$ cat src/rtl/posit_serial_loader.sv
// Assembles framed, MSB-first serial bits into N-bit posit words and buffers them in a FIFO.
// The head word is presented with valid/ready and carries zero/NaR flags for the converter.
module posit_serial_loader #(
    parameter int unsigned N     = 16,
    parameter int unsigned DEPTH = 4
) (
    input  logic         clk,
    input  logic         rst,
    input  logic         sin_valid,
    input  logic         sin_frame,
    input  logic         sin_bit,
    output logic [N-1:0] out_word,
    output logic         out_valid,
    input  logic         out_ready,
    output logic         out_zero,
    output logic         out_nar,
    output logic         frame_err,
    output logic         ovf_err,
    output logic [7:0]   drop_cnt
);
    localparam int unsigned AW = $clog2(DEPTH);
    localparam int unsigned PW = AW + 1;
    localparam int unsigned CW = $clog2(N);
    localparam logic [N-1:0] NAR_WORD = {1'b1, {(N-1){1'b0}}};

    typedef enum logic {
        IDLE  = 1'b0,
        SHIFT = 1'b1
    } state_t;

    state_t         state_q, state_d;
    logic [CW-1:0]  cnt_q, cnt_d;
    logic [N-1:0]   sr_q, sr_d;
    logic [N-1:0]   sr_shift;
    logic           word_done;
    logic           frame_err_d;

    logic [N-1:0]   mem [DEPTH];
    logic [PW-1:0]  wr_ptr_q, rd_ptr_q;
    logic           empty, full, pop, push, drop;

    assign sr_shift = {sr_q[N-2:0], sin_bit};

    // Deserializer next-state: framing, bit counting and word completion
    always_comb begin
        state_d     = state_q;
        cnt_d       = cnt_q;
        sr_d        = sr_q;
        word_done   = 1'b0;
        frame_err_d = 1'b0;
        if (sin_valid) begin
            case (state_q)
                IDLE: begin
                    if (sin_frame) begin
                        sr_d    = sr_shift;
                        cnt_d   = CW'(1);
                        state_d = SHIFT;
                    end else begin
                        frame_err_d = 1'b1;
                    end
                end
                SHIFT: begin
                    if (sin_frame) begin
                        sr_d        = sr_shift;
                        cnt_d       = CW'(1);
                        frame_err_d = 1'b1;
                    end else if (cnt_q == CW'(N - 1)) begin
                        sr_d      = sr_shift;
                        cnt_d     = '0;
                        word_done = 1'b1;
                        state_d   = IDLE;
                    end else begin
                        sr_d  = sr_shift;
                        cnt_d = cnt_q + CW'(1);
                    end
                end
                default: state_d = IDLE;
            endcase
        end
    end

    // Pointers carry a wrap bit; full when only the wrap bits differ
    assign empty = (wr_ptr_q == rd_ptr_q);
    assign full  = (wr_ptr_q[AW] != rd_ptr_q[AW]) &&
                   (wr_ptr_q[AW-1:0] == rd_ptr_q[AW-1:0]);
    assign pop   = out_valid & out_ready;
    assign push  = word_done & (~full | pop);
    assign drop  = word_done & full & ~pop;

    always_ff @(posedge clk) begin
        if (rst) begin
            state_q   <= IDLE;
            cnt_q     <= '0;
            sr_q      <= '0;
            wr_ptr_q  <= '0;
            rd_ptr_q  <= '0;
            frame_err <= 1'b0;
            ovf_err   <= 1'b0;
            drop_cnt  <= '0;
        end else begin
            state_q   <= state_d;
            cnt_q     <= cnt_d;
            sr_q      <= sr_d;
            frame_err <= frame_err_d;
            ovf_err   <= drop;
            if (push) wr_ptr_q <= wr_ptr_q + PW'(1);
            if (pop)  rd_ptr_q <= rd_ptr_q + PW'(1);
            if (drop && (drop_cnt != 8'hFF)) drop_cnt <= drop_cnt + 8'd1;
        end
    end

    // Storage needs no reset: contents are only visible behind the pointers
    always_ff @(posedge clk) begin
        if (push) mem[wr_ptr_q[AW-1:0]] <= sr_shift;
    end

    assign out_valid = ~empty;
    assign out_word  = out_valid ? mem[rd_ptr_q[AW-1:0]] : '0;
    assign out_zero  = out_valid & (out_word == '0);
    assign out_nar   = out_valid & (out_word == NAR_WORD);

endmodule

$ cat config.mk
export PLATFORM = sky130hd
export DESIGN_NAME = posit_serial_loader
export DESIGN_NICKNAME = d
export VERILOG_FILES = /design/src/rtl/posit_serial_loader.sv
export SDC_FILE = /design/constraint.sdc
export NUM_CORES = 1
export LEC_CHECK = 0
export CORE_ASPECT_RATIO = 0.75
export CORE_MARGIN = 2
export CORE_UTILIZATION = 59
export CTS_CLUSTER_DIAMETER = 30
export CTS_CLUSTER_SIZE = 12
export DETAILED_ROUTE_END_ITERATION = 10
export HOLD_SLACK_MARGIN = 0.1
export PLACE_DENSITY = 0.81
export SLEW_MARGIN = 20
export SYNTH_ARGS = -nofsm -noshare
export SYNTH_HDL_FRONTEND = slang
export SYNTH_SLANG_ARGS = --single-unit
$ cat constraint.sdc
create_clock -name clk -period 5.48 [get_ports clk]
set_input_delay 0.822 -clock clk [delete_from_list [all_inputs] [get_ports clk]]
set_output_delay 0.822 -clock clk [all_outputs]
set_load 0.01 [all_outputs]
==> impl_metrics.tcl, run 1 <==
set metrics [dict create \
    cp_max_fo 16 \
    final.setup.tns_ns 0 \
    fin_worst_skew_ns 0.00626 \
    synth_top_area_share_pct 45.8 \
    fp.dieW_um 101 \
    maxCapViolCount 0 \
    yosysWarnings 0 \
    tightest_slew_ns 0.911 \
    synthFlopType "edfxtp_1" \
    grtUsageTotal_pct 22.5 \
    slew_viol_final 0 \
    ios 35 \
    place_ws_ns 2.03 \
    dp.cells 424 \
    start_util_pct 61.4 \
    cts_hold_buf 0 \
    period_minus_slack_ns 3.80 \
    syn_nets 333 \
    r2r_cells 4 \
    drt_iter0_drc 183 \
    layout_setup_ws_ns 1.68 \
    grt_pass1_vias 2589 \
    gp_congestion 0.848 \
    area.growth.synth_to_final_pct 14.6 \
    synth_cells 319 \
    multiInputGateArea_mm2 0.00141 \
    die-area_mm2 0.00780 \
    worstPathRequired_ns 4.66 \
    antenna_found_initial 0 \
    ant_nets 0 \
    wire_per_inst_um 18.5 \
    viasPerCell 5.84 \
    synth_edf_count 64 \
    min_delay_path_depth 2 \
    final_nets 365 \
    seq_area_mm2 0.00268 \
    gr-total-overflow 0 \
    instances_no_fill 440 \
    syn_area_mm2 0.00419 \
    power.density_mw_per_mm2 273 \
    relSlewSlack_pct 39.2 \
    drive_above_1_share_pct 12.4 \
    finalHoldViolations 0 \
    cts_tree "done" \
    cp.arrival_ns 2.98 \
    postSynthAreaPerCell_um2 13.1 \
    grt_pass1_wl_um 13200 \
    vias 2568 \
    ir_drop_mv 0.185 \
    io_buffer_count 34 \
    setup_violations 0 \
    status "finished clean" \
    cts_max_level 3 \
    max_freq_mhz 263 \
    rsz0062_at_grt "no" \
    post_cts_resize_count 0 \
    crit_path_end_kind "output port" \
    final.period_utilization_pct 69.3 \
    finalWirelength_um 8130 \
    post_cts_buffers 0 \
    synthArstFlopShare_pct 0 \
    clk_pin_slew_worst_paths_ns 0.10 \
    firstDrtPassIters 4 \
    cts_buffer_depth 2 \
    yosys-top-cells-area "edfxtp_1 (46%), dfxtp_1 (18%), mux4_2 (8.6%)" \
    power_mw 1.31 \
    fillers 481 \
    synth_seq_cells 102 \
    ys_seq_area_share_pct 64.0 \
    drcViolationCount 0 \
    dp_hpwl_um 5360 \
    synth_cell_types 38 \
    rows 26 \
    worst_setup_path_start_kind "flop" \
    grt_max_degree 42 \
    insertion_delay_ns 0.36 \
    hold_path_class "flop to flop" \
    die_y_um 77.0 \
    core_area_mm2 0.00683 \
    clock-sinks 102 \
    numCtsBuffers 9 \
    path_class "flop to output port" \
    power.leakage_nw 1.57 \
    cts_root_buf "clkbuf_8" \
    antenna_cells 0 \
    synth_top_area_cell "edfxtp_1" \
]
==> Yosys cell counts (5+ instances only) <==
cell       n
o21ai_0    5
and2_1    17
nor2b_1    7
edfxtp_1  64
dfxtp_1   38
clkbuf_1  12
and3_1     5
a21oi_1   24
mux4_2    16
nand4_1    5
nor2_1    17
nand2_1   37
ha_1       8
inv_1      8
nand3_1    9
==> cell usage in the layout, fill, tap and decap left out, drive strengths merged, types with 10 or more instances in the layout <==
master,count
a21oi,24
nor2,17
nand2,37
edfxtp,64
mux4,16
inv,10
clkdlybuf4s50,34
clkbuf,10
dfxtp,38
and2,17
==> critical path, stage by stage (launching register included) <==
cell             delay, ns
dfxtp_1               0.80
mux4_2                0.42
nor4_1                0.41
nand4_1               0.19
nor3_1                0.23
clkdlybuf4s50_1       0.56
==> sequential cells by signal, summed over array words and instances (netlist names), 3 cells and up, named ones only <==
name,flops
rd_ptr_q,3
cnt_q,4
mem,64
sr_q,15
drop_cnt,8
wr_ptr_q,3
==> cells by family after synthesis <==
kind of cell | synth area share (%)
buffers and inverters | 2.60
and+or+nand+nor | 14.9
DFF | 64.0
xor gates and xnor gates | 1.04
adders and majority gates | 2.39
muxes | 9.67
AOI/OAI and AO/OA | 5.40
==> where the power goes <==
part           leakage [nW]  switching, mW  internal [mW]  total [mW]
Clock                 0.100          0.272          0.204       0.476
Sequential            0.886        0.00224          0.809       0.811
Combinational         0.587         0.0163        0.00889      0.0252
Total                  1.57          0.291           1.02        1.31
==> final cells by class <==
cell class,count,area share [%]
clock buffer,10,3.10
multi-input combinational,192,29.3
inverter,8,0.625
tap,84,2.19
timing repair buffer,38,7.71
clock inverter,6,1.30
sequential,102,55.8
==> path summary, 6_finish.rpt <==
check | start | endpoint | slack [ns]
worst max-delay path | flop | out_zero | 1.68
worst min-delay path | cnt_q[2]$_SDFFE_PP0P_ | cnt_q[2]$_SDFFE_PP0P_ | 0.49
worst max register to register | cnt_q[0]$_SDFFE_PP0P_ | mem[0][1]$_DFFE_PP_ | 2.97
worst min register to register | cnt_q[2]$_SDFFE_PP0P_ | cnt_q[2]$_SDFFE_PP0P_ | 0.49
==> stage by stage <==
stage	hold slack, ns	instance area (µm²)	utilization (%)
5_1_grt	0.528	4810	70.3
2_1_floorplan	0.449	4190	-
3_5_place_dp	0.477	4590	67.3
6_report	0.491	4810	70.3
4_1_cts	0.493	4810	70.3
3_3_place_gp	0.464	4590	67.3
==> layer usage <==
layer  track usage, %  share of wire [%]  vias to the layer above
met3             6.11                4.0                        4
met2             36.4                 52                       53
met4             5.95               0.57                        0
li1                 -                  -                     1238
met1             30.4                 43                     1273
met5                0                  0                        -
(Power assumes the default switching activity.)
==> run 2, diff against run 1 <==
--- a/config.mk
+++ b/config.mk
@@ -7,12 +7,12 @@
 export LEC_CHECK = 0
 export CORE_ASPECT_RATIO = 0.75
 export CORE_MARGIN = 2
-export CORE_UTILIZATION = 59
+export CORE_UTILIZATION = 57
 export CTS_CLUSTER_DIAMETER = 30
 export CTS_CLUSTER_SIZE = 12
 export DETAILED_ROUTE_END_ITERATION = 10
 export HOLD_SLACK_MARGIN = 0.1
-export PLACE_DENSITY = 0.81
+export PLACE_DENSITY = 0.79
 export SLEW_MARGIN = 20
 export SYNTH_ARGS = -nofsm -noshare
 export SYNTH_HDL_FRONTEND = slang
==> constraint.sdc (replaced) <==
create_clock -name clk -period 3.8 [get_ports clk]
set_input_delay 0.57 -clock clk [delete_from_list [all_inputs] [get_ports clk]]
set_output_delay 0.57 -clock clk [all_outputs]
set_load 0.01 [all_outputs]
==> run 2 against run 1 <==
Sequential cell count unchanged. Non-clock buffer count increased by 6. Sequential power increased by 44%. Count of clock-buffer cells in the layout unchanged. Largest cell class unchanged. Critical endpoint is now out_nar. Via count decreased by 0.19%. Worst hold slack improved by 0.0071 ns. Critical path depth unchanged. Routed wire length decreased by 5.7%. Combinational power increased by 42%.
==> impl_metrics.tcl, run 2 (synthesized netlist as in run 1, its figures left out) <==
set metrics [dict create \
    fillers 535 \
    rsz0062_at_grt "no" \
    setup_violations 0 \
    relSlewSlack_pct 33.4 \
    path_class "flop to output port" \
    post_cts_buffers 0 \
    final.period_utilization_pct 91.8 \
    crit_path_end_kind "output port" \
    utilization_pct 67.2 \
    final_cell_mix "edfxtp_1 (64), nand2_1 (37), dfxtp_1 (37)" \
    drt_iter0_drc 134 \
    multiInputGateArea_mm2 0.00141 \
    max_freq_mhz 287 \
    power.density_mw_per_mm2 385 \
    antenna_cells 0 \
    io_buffer_count 34 \
    cts_root_buf "clkbuf_8" \
    start_util_pct 58.0 \
    viasPerCell 5.54 \
    vias 2563 \
    dr.max_layer_used "met4" \
    die-area_mm2 0.00807 \
    final.setup.tns_ns 0 \
    slew_viol_final 0 \
    wl_met1_um 3590 \
    grtUsageTotal_pct 21.0 \
    cp_max_fo 10 \
    grt_pass1_vias 2460 \
    largest_register_ff_count 64 \
    rows 27 \
    dp_hpwl_um 5210 \
    final_nets 371 \
    numCtsBuffers 9 \
    power.leakage_nw 1.60 \
    cts_buffer_depth 2 \
    fin_worst_skew_ns 0.0125 \
    maxCapViolCount 0 \
    fp.dieW_um 103 \
    tightest_slew_ns 0.996 \
    wire_per_inst_um 16.6 \
    worst_setup_path_start_kind "flop" \
    grt_pass1_wl_um 12500 \
    ant_nets 0 \
    clock-sinks 102 \
    core_area_mm2 0.00723 \
    place_ws_ns 0.412 \
    power_mw 1.87 \
    die_y_um 78.3 \
    cp.arrival_ns 2.92 \
    grt_max_degree 29 \
    ios 35 \
    hold_path_class "flop to flop" \
    cts_max_level 3 \
    firstDrtPassIters 4 \
    worstPathRequired_ns 3.23 \
    gp_congestion 0.802 \
    period_minus_slack_ns 3.49 \
    wl_met3_um 424 \
    finalHoldViolations 0 \
    status "finished clean" \
    insertion_delay_ns 0.36 \
    gr-total-overflow 0 \
    area.growth.synth_to_final_pct 15.9 \
    layout_setup_ws_ns 0.311 \
    ir_drop_mv 0.324 \
    clk_pin_slew_worst_paths_ns 0.10 \
    final_common_cell "edfxtp_1" \
    antenna_found_initial 0 \
    dr_wl_met2_um 3560 \
    seq_area_mm2 0.00268 \
    drive_above_1_share_pct 13.8 \
    drcViolationCount 0 \
    finalWirelength_um 7670 \
    cts_tree "done" \
]
## run 2: through the flow
step / std cells / hold slack [ns] / area, µm²
5_1_grt: 463 / 0.528 / 4860
2_1_floorplan: 319 / 0.449 / 4190
4_1_cts: 463 / 0.498 / 4860
6_report: 463 / 0.498 / 4860
3_5_place_dp: 447 / 0.482 / 4660
3_3_place_gp: 447 / 0.464 / 4660
## run 2: final cells by class
type                    instances  share of cell area, %
clock inverters                 6                   1.47
multi-input cells             192                   28.9
repair buffers                 44                   8.55
inverters                       8                  0.618
well taps                     101                   2.60
flip-flops and latches        102                   55.2
clock buffers                  10                   2.63
## run 2: routing by layer
layer | vias to the layer above | track usage [%]
li1 | 1249 | -
met1 | 1238 | 30.7
met2 | 68 | 31.1
met3 | 8 | 6.14
met4 | 0 | 5.79
met5 | - | 0
## run 2: worst max-delay path, stage by stage (launching register included)
cell             delay [ns]
dfxtp_2                0.57
mux4_2                 0.56
nor4_1                 0.44
nand4_1                0.17
nor3_1                 0.22
clkdlybuf4s50_1        0.58
## run 2: final timing paths
path / startpoint / to / slack, ns / cells after the start
worst max-delay path: flop / out_nar / 0.31 / 5
worst min-delay path: cnt_q[2]$_SDFFE_PP0P_ / cnt_q[2]$_SDFFE_PP0P_ / 0.50 / 2
worst max register to register: cnt_q[0]$_SDFFE_PP0P_ / mem[2][13]$_DFFE_PP_ / 1.35 / 4
worst min register to register: cnt_q[2]$_SDFFE_PP0P_ / cnt_q[2]$_SDFFE_PP0P_ / 0.50 / 2
## run 2: what timing repair did
item                       4_1_cts  5_1_grt
setup endpoints to repair        1        0
hold buffers                     0        0
resized for setup                1        0
## run 2: where the power goes
part	total [mW]	switching [mW]	internal, mW
logic	0.0358	0.0229	0.0129
clock network	0.668	0.359	0.309
registers	1.17	0.00325	1.17
total	1.87	0.385	1.49
==> run 3, diff against run 2 <==
--- a/config.mk
+++ b/config.mk
@@ -13,6 +13,8 @@
 export DETAILED_ROUTE_END_ITERATION = 10
 export HOLD_SLACK_MARGIN = 0.1
 export PLACE_DENSITY = 0.79
+export REMOVE_ABC_BUFFERS = 1
+export SETUP_SLACK_MARGIN = 0.02
 export SLEW_MARGIN = 20
 export SYNTH_ARGS = -nofsm -noshare
 export SYNTH_HDL_FRONTEND = slang
==> run 3 against run 2 <==
Sequential share of layout area about the same. Largest power group unchanged. Global-route usage is 0.064 points lower. Clock skew hardly changed.
==> impl_metrics.tcl, run 3 (synthesized netlist as in run 1, its figures left out) <==
set metrics [dict create \
    status "finished clean" \
    cts_root_buf "clkbuf_8" \
    grtUsageTotal_pct 21.0 \
    grt_pass1_vias 2431 \
    io_buffer_count 34 \
    p_clk_share_pct 37.5 \
    numCtsBuffers 9 \
    ant_nets 0 \
    antenna_cells 0 \
    largest_register_ff_count 64 \
    final_cell_mix "edfxtp_1 (64), dfxtp_1 (38), nand2_1 (37)" \
    setup_violations 0 \
    multiInputGateArea_mm2 0.00141 \
    ir_drop_mv 0.202 \
    viasPerCell 5.51 \
    vias 2542 \
    hold_path_class "flop to flop" \
    pwr-share-comb_pct 1.8 \
    cts_buffer_depth 2 \
    intPower_mw 1.55 \
    insertion_delay_ns 0.36 \
    firstDrtPassIters 4 \
    worstPathRequired_ns 3.23 \
    cp.arrival_ns 2.93 \
    dp.cells 445 \
    relSlewSlack_pct 45.1 \
    period_minus_slack_ns 3.50 \
    drive_above_1_share_pct 12.8 \
    cp_max_fo 12 \
    gp_congestion 0.805 \
    final_nets 369 \
    cts_tree "done" \
    finalWirelength_um 7760 \
    instances_no_fill 461 \
    die-area_mm2 0.00807 \
    final.period_utilization_pct 92.0 \
    grt_max_degree 23 \
    rows 27 \
    dp_hpwl_um 5190 \
    die_y_um 78.3 \
    design_area_mm2 0.00486 \
    post_cts_buffers 0 \
    timing.hold.ws_ns 0.485 \
    start_util_pct 58.0 \
    dpl-instance-area_mm2 0.00465 \
    wire_per_inst_um 16.8 \
    swShare_pct 19.6 \
    maxCapViolCount 0 \
    tightest_slew_ns 0.824 \
    drt_iter0_drc 171 \
    rsz0062_at_grt "no" \
    power.switching_mw 0.378 \
    grt_pass1_wl_um 12500 \
    power_mw 1.93 \
    cts_max_level 3 \
    gr-total-overflow 0 \
    drcViolationCount 0 \
    p_seq_share_pct 60.7 \
    power.density_mw_per_mm2 397 \
    final.setup.tns_ns 0 \
    seq_area_mm2 0.00268 \
    cts_hold_buf 0 \
    core_area_mm2 0.00723 \
    worst_setup_path_start_kind "flop" \
    clock-sinks 102 \
    finalHoldViolations 0 \
    path_class "flop to output port" \
    fin_worst_skew_ns 0.0124 \
    final_common_cell "edfxtp_1" \
    max_freq_mhz 286 \
    slew_viol_final 0 \
    crit_path_end_kind "output port" \
    area.growth.synth_to_final_pct 15.9 \
    power.leakage_nw 1.60 \
    fp.dieW_um 103 \
    post_cts_resize_count 0 \
    fillers 547 \
    ios 35 \
    antenna_found_initial 0 \
    clk_pin_slew_worst_paths_ns 0.09 \
]
[run 3: cell types whose count changed in the layout (fill, tap and decap cells not counted)]
cell	previous run	this run
buf_4	10	8
bufinv_16	1	2
clkinv_1	0	1
clkinv_2	0	1
clkinv_4	2	0
clkinvlp_4	2	1
dfxtp_1	37	38
dfxtp_2	1	0
[run 3: power by group through the flow]
stage | Combinational, mW | Sequential (mW) | Clock, mW
floorplan | 0.0140 | 1.19 | 0
global placement | 0.0345 | 1.19 | 0
detailed placement | 0.0352 | 1.19 | 0
CTS | 0.0354 | 1.17 | 0.732
global route | 0.0397 | 1.17 | 0.782
finish | 0.0353 | 1.17 | 0.723
[run 3: worst max-delay path, cell delays in order, from the launching register on]
cell             delay, ns
dfxtp_1               0.50
buf_4                 0.32
mux4_2                0.56
nor4_1                0.36
nand2_1               0.13
nor3_1                0.15
clkdlybuf4s50_1       0.56
[run 3: final timing paths]
path	cells after the start	startpoint	slack, ns	end
setup / recovery	6	flop	0.30	out_nar
hold / removal	2	cnt_q[3]$_SDFFE_PP0P_	0.48	cnt_q[3]$_SDFFE_PP0P_
setup reg to reg	4	cnt_q[1]$_SDFFE_PP0P_	1.43	mem[2][14]$_DFFE_PP_
hold reg to reg	2	cnt_q[3]$_SDFFE_PP0P_	0.48	cnt_q[3]$_SDFFE_PP0P_
[run 3: cell type report]
type                            instances  area share, %
Sequential cell                       102           55.2
Inverter                                8          0.618
Clock inverter                          6           1.75
Multi-Input combinational cell        192           28.9
Clock buffer                           10           2.63
Timing Repair Buffer                   42           8.24
Tap cell                              101           2.60
[run 3: metrics by stage]
| stage | worst slack, ns | utilization, % |
|---|---|---|
| 3_5_place_dp | 0.653 | 64.3 |
| 5_1_grt | 0.0562 | 67.2 |
| 2_1_floorplan | 1.04 | - |
| 4_1_cts | 0.252 | 67.2 |
| 6_report | 0.303 | 67.2 |
| 3_3_place_gp | 0.689 | 64.3 |
[run 3: routing by layer]
metal | vias up | routed length (µm) | track usage (%)
li1 | 1247 | - | -
met1 | 1224 | 3630 | 30.0
met2 | 66 | 3660 | 32.3
met3 | 5 | 424 | 6.50
met4 | 0 | 45 | 3.95
met5 | - | 0 | 0
==> RTL edit: new RTL, settings of run 2 <==
The parameter `DEPTH` goes from 4 to 2.
--- a/src/rtl/posit_serial_loader.sv
+++ b/src/rtl/posit_serial_loader.sv
@@ -3,5 +3,5 @@
 module posit_serial_loader #(
     parameter int unsigned N     = 16,
-    parameter int unsigned DEPTH = 4
+    parameter int unsigned DEPTH = 2
 ) (
     input  logic         clk,
Check against the original RTL: same outputs for any inputs over 10 cycles, from zero or initial values and one cycle with rst high; that may be too few to reach the edited logic, so the function may still have changed.
==> RTL edit against run 2 <==
- power is 29% lower
- sequential share of layout area is 6.6 points lower
- routed wire length is 26% lower
- synthesized area is 32% lower
- setup slack better by 310 ps
- largest power group unchanged
- highest routed layer unchanged
- sequential power is 35% lower
- final cell count is 20% lower
- critical path type unchanged
- cell area is 30% lower
- clock power is 19% lower
- via count is 19% lower
- sequential cell count is 35 lower
- maximum frequency is 9.6% higher
==> RTL edit: results (changes against run 2) <==
metric,value,unit,change
final net count,314,,-15%
DP Area,3240,sq um,-30%
hold slack,478,ps,-19.7 ps
hold path start,sr_q[7],,
FF-to-FF End,drop_cnt[7],,
Placement Setup Slack,1010,ps,+597 ps
vias in the first global route,2067,,-16%
drt total wl,5670,um,-26%
Main synth FF type,dfxtp_1,,
outcome,"finished, final reports clean",,
final cell count without fillers,370,,-20%
pin count of the biggest net entering global routing,21,,-28%
critical path arrival,2610,ps,-310 ps
Mapped Cells,268,,-16%
max reg flops,32,,-50%
"reg-to-reg slack, setup",1550,ps,+200 ps
minimum clock period,3180,ps,-307 ps
sequential area share after synthesis,0.586,,-0.0543
clk slew on worst S/H paths,70,ps,-30 ps
Static Leak,1.13,nW,-30%
placed insts,354,,-21%
Vias per Instance,5.64,,+1.9%
GPL Wtd Cong,0.842,,+5.0%
DRT iter0 DRCs,128,,-4.5%
Post-synth EDFFs,32,,-50%
worst stage delay on the critical path,560,ps,-20 ps
Commonest cells post-synth,"nand2_1, dfxtp_1, nor2_1",,
"Distinct cells, synth",43,,+13%
cts repair resizes,0,,-1
clk_lat worst skew,340,ps,-20 ps
HPWL Detailed,3910,um,-25%
==> RTL edit: worst max-delay path by stage <==
stage | endpoint | slack [ps]
after global placement | drop_cnt[7] | 1090
after CTS | out_zero | 600
after detailed placement | drop_cnt[7] | 1010
after floorplan | wr_ptr_q[1] | 1480
after global routing | out_zero | 380
final | out_zero | 620
==> RTL edit: layer usage <==
layer | share of wire | up-vias | GRT usage
met5 | 0 | - | 0
met4 | 0.0041 | 0 | 0.0873
met3 | 0.046 | 4 | 0.0905
met2 | 0.48 | 48 | 0.373
met1 | 0.47 | 997 | 0.285
li1 | - | 1039 | -
==> RTL edit: worst max-delay path, delay by kind of cell (launching register included) <==
kind,cells,cell delay [ps]
AOI/OAI and AO/OA,1,290
xor gates and xnor gates,1,480
buffers and inverters,2,790
DFF,1,410
and+or+nand+nor,2,300
==> RTL edit: cell type report <==
| class | instances | area (sq um) |
|---|---|---|
| flip-flops and latches | 67 | 1660 |
| fillers | 368 | 1420 |
| multi-input cells | 179 | 1090 |
| repair buffers | 40 | 385 |
| clock buffers | 12 | 135 |
| well taps | 60 | 75.1 |
| clock inverters | 4 | 42.5 |
| inverters | 8 | 30.0 |
==> RTL edit: where the power goes <==
group	switching (mW)	total [mW]	internal, mW
combinational	0.0232	0.0370	0.0138
clock	0.240	0.538	0.298
sequential	0.00281	0.756	0.753
total	0.266	1.33	1.07
==> RTL edit: cell families (layout without fill, tap and decap cells) <==
logic type / after synthesis / in the layout / synth area share
fa+ha+maj: 3 / 3 / 0.0132
flops: 67 / 67 / 0.586
buf+inv: 22 / 64 / 0.0300
simple gates: 110 / 110 / 0.189
xor+xnor: 6 / 6 / 0.0212
mux: 19 / 19 / 0.0683
compound gates: 41 / 41 / 0.0930
